## src/rtl/segment_readback_encoder.sv

```systemverilog
// Recovers hex digit values from a multiplexed active-low 7-segment bus by
// waiting for each {select, segments} pattern to hold steady before capturing it.

module segment_readback_digit (
   input  logic       clock,
   input  logic       reset,
   input  logic       wr,
   input  logic       hit,
   input  logic       off,
   input  logic [3:0] val,
   output logic [3:0] nibble,
   output logic       valid,
   output logic       blank,
   output logic       err
);
   // Non-table patterns keep the last good nibble so readback still shows history.
   always_ff @(posedge clock or posedge reset) begin
      if (reset) begin
         nibble <= 4'h0;
         valid  <= 1'b0;
         blank  <= 1'b0;
         err    <= 1'b0;
      end else if (wr) begin
         valid <= hit;
         blank <= off;
         err   <= ~hit & ~off;
         if (hit)
            nibble <= val;
         else if (off)
            nibble <= 4'h0;
      end
   end
endmodule

module segment_readback_encoder #(
   parameter int NUM_DIGITS    = 4,
   parameter int STABLE_CYCLES = 4
) (
   input  logic                    clock,
   input  logic                    reset,
   input  logic [0:6]              segIn,
   input  logic [NUM_DIGITS-1:0]   digitSel,
   output logic [4*NUM_DIGITS-1:0] hexOut,
   output logic [NUM_DIGITS-1:0]   validMask,
   output logic [NUM_DIGITS-1:0]   blankMask,
   output logic [NUM_DIGITS-1:0]   errorMask,
   output logic                    update,
   output logic [2:0]              updateDigit
);
   localparam int CW = $clog2(STABLE_CYCLES + 1);

   typedef enum logic [1:0] {IDLE, COUNT, HOLD} state_t;

   state_t                  state;
   logic [CW-1:0]           cnt;
   logic [CW-1:0]           cnt_inc;
   logic [0:6]              s_seg, p_seg;
   logic [NUM_DIGITS-1:0]   s_sel, p_sel;
   logic                    seen, multi, one_hot, same, capture;
   logic [2:0]              idx;
   logic                    dec_hit, dec_off;
   logic [3:0]              dec_val;

   always_ff @(posedge clock or posedge reset) begin
      if (reset) begin
         s_seg <= '0;
         s_sel <= '0;
      end else begin
         s_seg <= segIn;
         s_sel <= digitSel;
      end
   end

   always_comb begin
      seen  = 1'b0;
      multi = 1'b0;
      idx   = 3'd0;
      for (int i = 0; i < NUM_DIGITS; i++) begin
         if (s_sel[i]) begin
            if (seen)
               multi = 1'b1;
            seen = 1'b1;
            idx  = 3'(i);
         end
      end
      one_hot = seen & ~multi;
      same    = (s_sel == p_sel) && (s_seg == p_seg);
      cnt_inc = cnt + CW'(1);
      capture = one_hot && same && (state == COUNT) && (cnt_inc == CW'(STABLE_CYCLES));
   end

   always_comb begin
      dec_hit = 1'b1;
      dec_val = 4'h0;
      dec_off = (s_seg == 7'b1111111);
      case (s_seg)
         7'b0000001: dec_val = 4'h0;
         7'b1001111: dec_val = 4'h1;
         7'b0010010: dec_val = 4'h2;
         7'b0000110: dec_val = 4'h3;
         7'b1001100: dec_val = 4'h4;
         7'b0100100: dec_val = 4'h5;
         7'b0100000: dec_val = 4'h6;
         7'b0001111: dec_val = 4'h7;
         7'b0000000: dec_val = 4'h8;
         7'b0000100: dec_val = 4'h9;
         7'b0001000: dec_val = 4'hA;
         7'b1100000: dec_val = 4'hB;
         7'b0110001: dec_val = 4'hC;
         7'b1000010: dec_val = 4'hD;
         7'b0110000: dec_val = 4'hE;
         7'b0111000: dec_val = 4'hF;
         default:    dec_hit = 1'b0;
      endcase
   end

   // Any change of select or segments starts a new stable episode from any state.
   always_ff @(posedge clock or posedge reset) begin
      if (reset) begin
         state       <= IDLE;
         cnt         <= '0;
         p_seg       <= '0;
         p_sel       <= '0;
         update      <= 1'b0;
         updateDigit <= 3'd0;
      end else begin
         update <= 1'b0;
         if (!one_hot) begin
            state <= IDLE;
            cnt   <= '0;
            p_seg <= '0;
            p_sel <= '0;
         end else if (!same) begin
            state <= COUNT;
            cnt   <= CW'(1);
            p_seg <= s_seg;
            p_sel <= s_sel;
         end else if (state == COUNT) begin
            cnt <= cnt_inc;
            if (capture) begin
               state       <= HOLD;
               update      <= 1'b1;
               updateDigit <= idx;
            end
         end
      end
   end

   for (genvar g = 0; g < NUM_DIGITS; g++) begin : g_digit
      segment_readback_digit u_digit (
         .clock  (clock),
         .reset  (reset),
         .wr     (capture && (idx == 3'(g))),
         .hit    (dec_hit),
         .off    (dec_off),
         .val    (dec_val),
         .nibble (hexOut[4*g +: 4]),
         .valid  (validMask[g]),
         .blank  (blankMask[g]),
         .err    (errorMask[g])
      );
   end
endmodule

```

## config.mk

```make
export PLATFORM = sky130hd
export DESIGN_NAME = segment_readback_encoder
export DESIGN_NICKNAME = d
export VERILOG_FILES = /design/src/rtl/segment_readback_encoder.sv
export SDC_FILE = /design/constraint.sdc
export NUM_CORES = 1
export LEC_CHECK = 0
export CAP_MARGIN = 10
export CELL_PAD_IN_SITES_DETAIL_PLACEMENT = 2
export CELL_PAD_IN_SITES_GLOBAL_PLACEMENT = 2
export CORE_UTILIZATION = 25
export DETAILED_ROUTE_END_ITERATION = 12
export PLACE_DENSITY = 0.67
export SYNTH_ARGS = -nofsm -noshare
export SYNTH_HDL_FRONTEND = slang
export SYNTH_SLANG_ARGS = --single-unit
```

## constraint.sdc

```tcl
create_clock -name clock -period 2.91 [get_ports clock]
set_input_delay 0.7275 -clock clock [delete_from_list [all_inputs] [get_ports clock]]
set_output_delay 0.7275 -clock clock [all_outputs]
set_load 0.03 [all_outputs]
```

==> metrics.log <==
INFO  metric outcome = complete, no violations
INFO  metric floorplan.die.width = 106 µm
INFO  metric cp-end-kind = flop
INFO  metric drcViolationCount = 0
INFO  metric die_h = 106 µm
INFO  metric per_cell_via_count_in_the_routed_design = 4.64
INFO  metric critPathKind = flop to flop
INFO  metric cts_tree = yes
INFO  metric synthesis.yosys.warnings = 0
INFO  metric report.final.setup_viol = 0
INFO  metric postCtsResizedCells = 0
INFO  metric layout-drive-gt1-share = 10.1%
INFO  metric worstPathRequired = 3120 ps
INFO  metric layout.cells.most_common_list = sky130_fd_sc_hd__dfrtp_1, sky130_fd_sc_hd__clkdlybuf4s50_1, sky130_fd_sc_hd__o21ai_0
INFO  metric critical_path_startpoint_category = flop
INFO  metric post-route-worst-setup-slack = 444 ps
INFO  metric worst_clock_skew = 7.54 ps
INFO  metric holdWs = 482 ps
INFO  metric final_hold_viol_count = 0
INFO  metric numPortBuffers = 43
INFO  metric slew_limit_headroom = 62.7%
INFO  metric place.detailed.hpwl = 4660 µm
INFO  metric average_detailed_routed_wire_length_per_instance = 15.6 µm
INFO  metric final-instance-count-excl-fill = 422
INFO  metric synth.top_cell.area_share = 54.1%
INFO  metric global_route.usage.total = 13.1%
INFO  metric drt-pass1-iter-count = 4
INFO  metric ys_types = 49
INFO  metric power_per_cell_area = 550 nW/µm²
INFO  metric std_cell_core_area = 10400 µm²
INFO  metric synth-main-ff-cell = sky130_fd_sc_hd__dfrtp_1
INFO  metric ff2ff_path_depth = 6
INFO  metric worst-r2r-setup-slack = 440 ps
INFO  metric cp_slowest_stage_delay = 680 ps
INFO  metric grt_max_degree = 23
INFO  metric clk_latency = 340 ps
INFO  metric diodes = 0
INFO  metric seq_area_frac_synth = 54.1%
INFO  metric rsz0062_at_grt = no
INFO  metric filler_cell_count = 1158
INFO  metric final_common_cell = sky130_fd_sc_hd__dfrtp_1
INFO  metric wirelength = 6590 µm
INFO  metric fin_tns_setup = 0 ps
INFO  metric worstMarginPinSlew = 558 ps
INFO  metric cts-root-to-sink-buffers = 2
INFO  metric syn_area = 2680 µm²
INFO  metric cp_max_fo = 16
INFO  metric async_reset_ff_share = 100%
INFO  metric synth_top_cell_by_area = sky130_fd_sc_hd__dfrtp_1
INFO  metric total_die_area = 11100 µm²
INFO  metric ys_top_cells_by_area = sky130_fd_sc_hd__dfrtp_1, sky130_fd_sc_hd__o21ai_0, sky130_fd_sc_hd__buf_4
INFO  metric first_global_vias = 2085
INFO  metric fin_area = 3370 µm²
INFO  metric finalMaxSlewViolations = 0
INFO  metric postCtsSetupRepairBufs = 0
INFO  metric routed-via-count = 1958
INFO  metric yosys_register_bits = 58
INFO  metric min_period = 2470 ps
INFO  metric floorplan.initialDensity = 25.9%
INFO  metric ir_worst_vdd = 0.170 mV
INFO  metric finalNetCount = 296
INFO  metric io-pin-count = 45
INFO  metric synthCells = 251
INFO  metric critical-path-slowest-cell = sky130_fd_sc_hd__dfrtp_1
INFO  metric hold_path_end = g_digit[1].u_digit.valid
INFO  metric cts.hold.buffers_added = 0
INFO  metric post_synth_edffs = 0
INFO  metric timing.rr.start = s_seg[4]
INFO  metric clock_sinks = 58
INFO  metric drv.max_cap_violation_count = 0
INFO  metric placedInstanceArea = 3130 µm²
INFO  metric h_tree_depth = 3
INFO  metric cp_cell_instances = nand4_1, or4_1, and4_4, nand3_1, o311a_1, a21oi_1
INFO  metric r2r_end = g_digit[3].u_digit.nibble[0]
INFO  metric placedCellCount = 406
INFO  metric power.leakage = 0.00139 µW
INFO  metric min_period_over_period = 84.7%
INFO  metric cts_root_buffer = sky130_fd_sc_hd__clkbuf_8
INFO  metric hold_path_start = g_digit[1].u_digit.valid
INFO  metric site_rows = 37
INFO  metric clkSlewWorstSetupHoldPaths = 70 ps
INFO  metric dp_slack = 469 ps
INFO  metric final_antenna_net_count = 0
INFO  metric grt_first_pass_wirelength = 11100 µm
INFO  metric gp_routability_congestion = 0.715
INFO  metric hold_depth = 2
INFO  metric crit_arrival = 2680 ps
INFO  metric first_iter_violations = 73
INFO  metric clock.fmax = 0.406 GHz
INFO  metric antenna_violations_before_repair = 0
INFO  metric grt_overflow_total = 0
INFO  metric area_growth = 25.6%
INFO  metric hold_path_class = flop to flop
INFO  metric net_count_after_synthesis = 266
INFO  metric numCtsBuffers = 9
INFO  metric syn_avg_cell_area = 10.7 µm²
per-stage QoR:
step	total power (µW)	utilization [%]
after CTS	1880	32.5
after detailed placement	989	30.2
after global placement	985	30.2
final	1850	32.5
after global routing	1930	32.5
after floorplan	949	-
power by group:
group,switching (µW),leakage (µW),internal [µW]
registers,34.1,0.000779,823
logic,61.6,0.000491,52.8
clock network,332,0.000119,551
synthesized netlist by cell type, types with 2 or more instances:
master,n
sky130_fd_sc_hd__nor2b_1,9
sky130_fd_sc_hd__dfrtp_1,58
sky130_fd_sc_hd__nor4b_2,2
sky130_fd_sc_hd__and3_1,2
sky130_fd_sc_hd__a31oi_1,2
sky130_fd_sc_hd__a21oi_1,14
sky130_fd_sc_hd__nand2_1,16
sky130_fd_sc_hd__nor4_1,3
sky130_fd_sc_hd__o21ai_1,5
sky130_fd_sc_hd__buf_4,15
sky130_fd_sc_hd__and3b_1,2
sky130_fd_sc_hd__clkbuf_1,3
sky130_fd_sc_hd__and4b_1,2
sky130_fd_sc_hd__a2bb2oi_1,4
sky130_fd_sc_hd__inv_1,7
sky130_fd_sc_hd__buf_6,2
sky130_fd_sc_hd__nor3_1,2
sky130_fd_sc_hd__xor2_1,2
sky130_fd_sc_hd__nand4_1,4
sky130_fd_sc_hd__nor2_1,11
sky130_fd_sc_hd__ha_1,2
sky130_fd_sc_hd__and2_1,4
sky130_fd_sc_hd__nand3_1,6
sky130_fd_sc_hd__nor4b_1,4
sky130_fd_sc_hd__xnor2_1,12
sky130_fd_sc_hd__o21ai_0,25
sky130_fd_sc_hd__a32oi_1,3
sky130_fd_sc_hd__mux2i_1,2
sky130_fd_sc_hd__buf_2,7
sky130_fd_sc_hd__a211oi_1,2
worst max-delay path, delay by kind of cell, from the launching register on:
kind / cells / cell delay (ps)
and+or+nand+nor: 4 / 1180
AOI/OAI and AO/OA: 2 / 470
DFF: 1 / 680
how the worst max path moves through the flow:
stage / startpoint / end / slack (ps) / cells after the start
2_1_floorplan: reset / cnt[0] / 750 / 1
3_3_place_gp: s_seg[4] / g_digit[2].u_digit.nibble[0] / 610 / 6
3_5_place_dp: s_seg[3] / g_digit[3].u_digit.nibble[0] / 470 / 6
4_1_cts: s_seg[3] / g_digit[3].u_digit.nibble[0] / 450 / 6
5_1_grt: s_seg[3] / g_digit[3].u_digit.nibble[0] / 240 / 6
6_report: s_seg[4] / g_digit[3].u_digit.nibble[0] / 440 / 6
cell type report:
class	count	area (µm²)	area share [%]
Timing Repair Buffer	48	468	13.9
Sequential cell	58	1450	43.1
Multi-Input combinational cell	157	1010	30.1
Clock buffer	12	165	4.90
Clock inverter	4	72.6	2.15
Inverter	7	26.3	0.780
Tap cell	136	170	5.05
logic make-up after synthesis:
family	after synthesis	share of synthesized area, %
muxes	2	0.746
AOI/OAI and AO/OA	63	14.6
xor gates and xnor gates	14	4.57
buffers and inverters	36	8.07
other	1	0.140
DFF	58	54.1
adders and majority gates	2	0.933
and+or+nand+nor	75	16.8
per-layer routing:
layer  share of wire (%)  GRT usage, %  vias up  wire [µm]
li1                    -             -      932          -
met1                  50          17.9      973       3300
met2                  44          19.0       46       2900
met3                 4.8          4.51        7        317
met4                 1.1          4.76        0         75
met5                   0             0        -          0
sequential cells by signal (all words and copies together), names as in the netlist, 3 cells and up:
name	count
g_digit.u_digit.valid	4
g_digit.u_digit.blank	4
p_sel	4
s_seg	7
s_sel	4
p_seg	7
cnt	3
g_digit.u_digit.nibble	16
g_digit.u_digit.err	4
No activity file was read; power rests on OpenSTA's default activity.
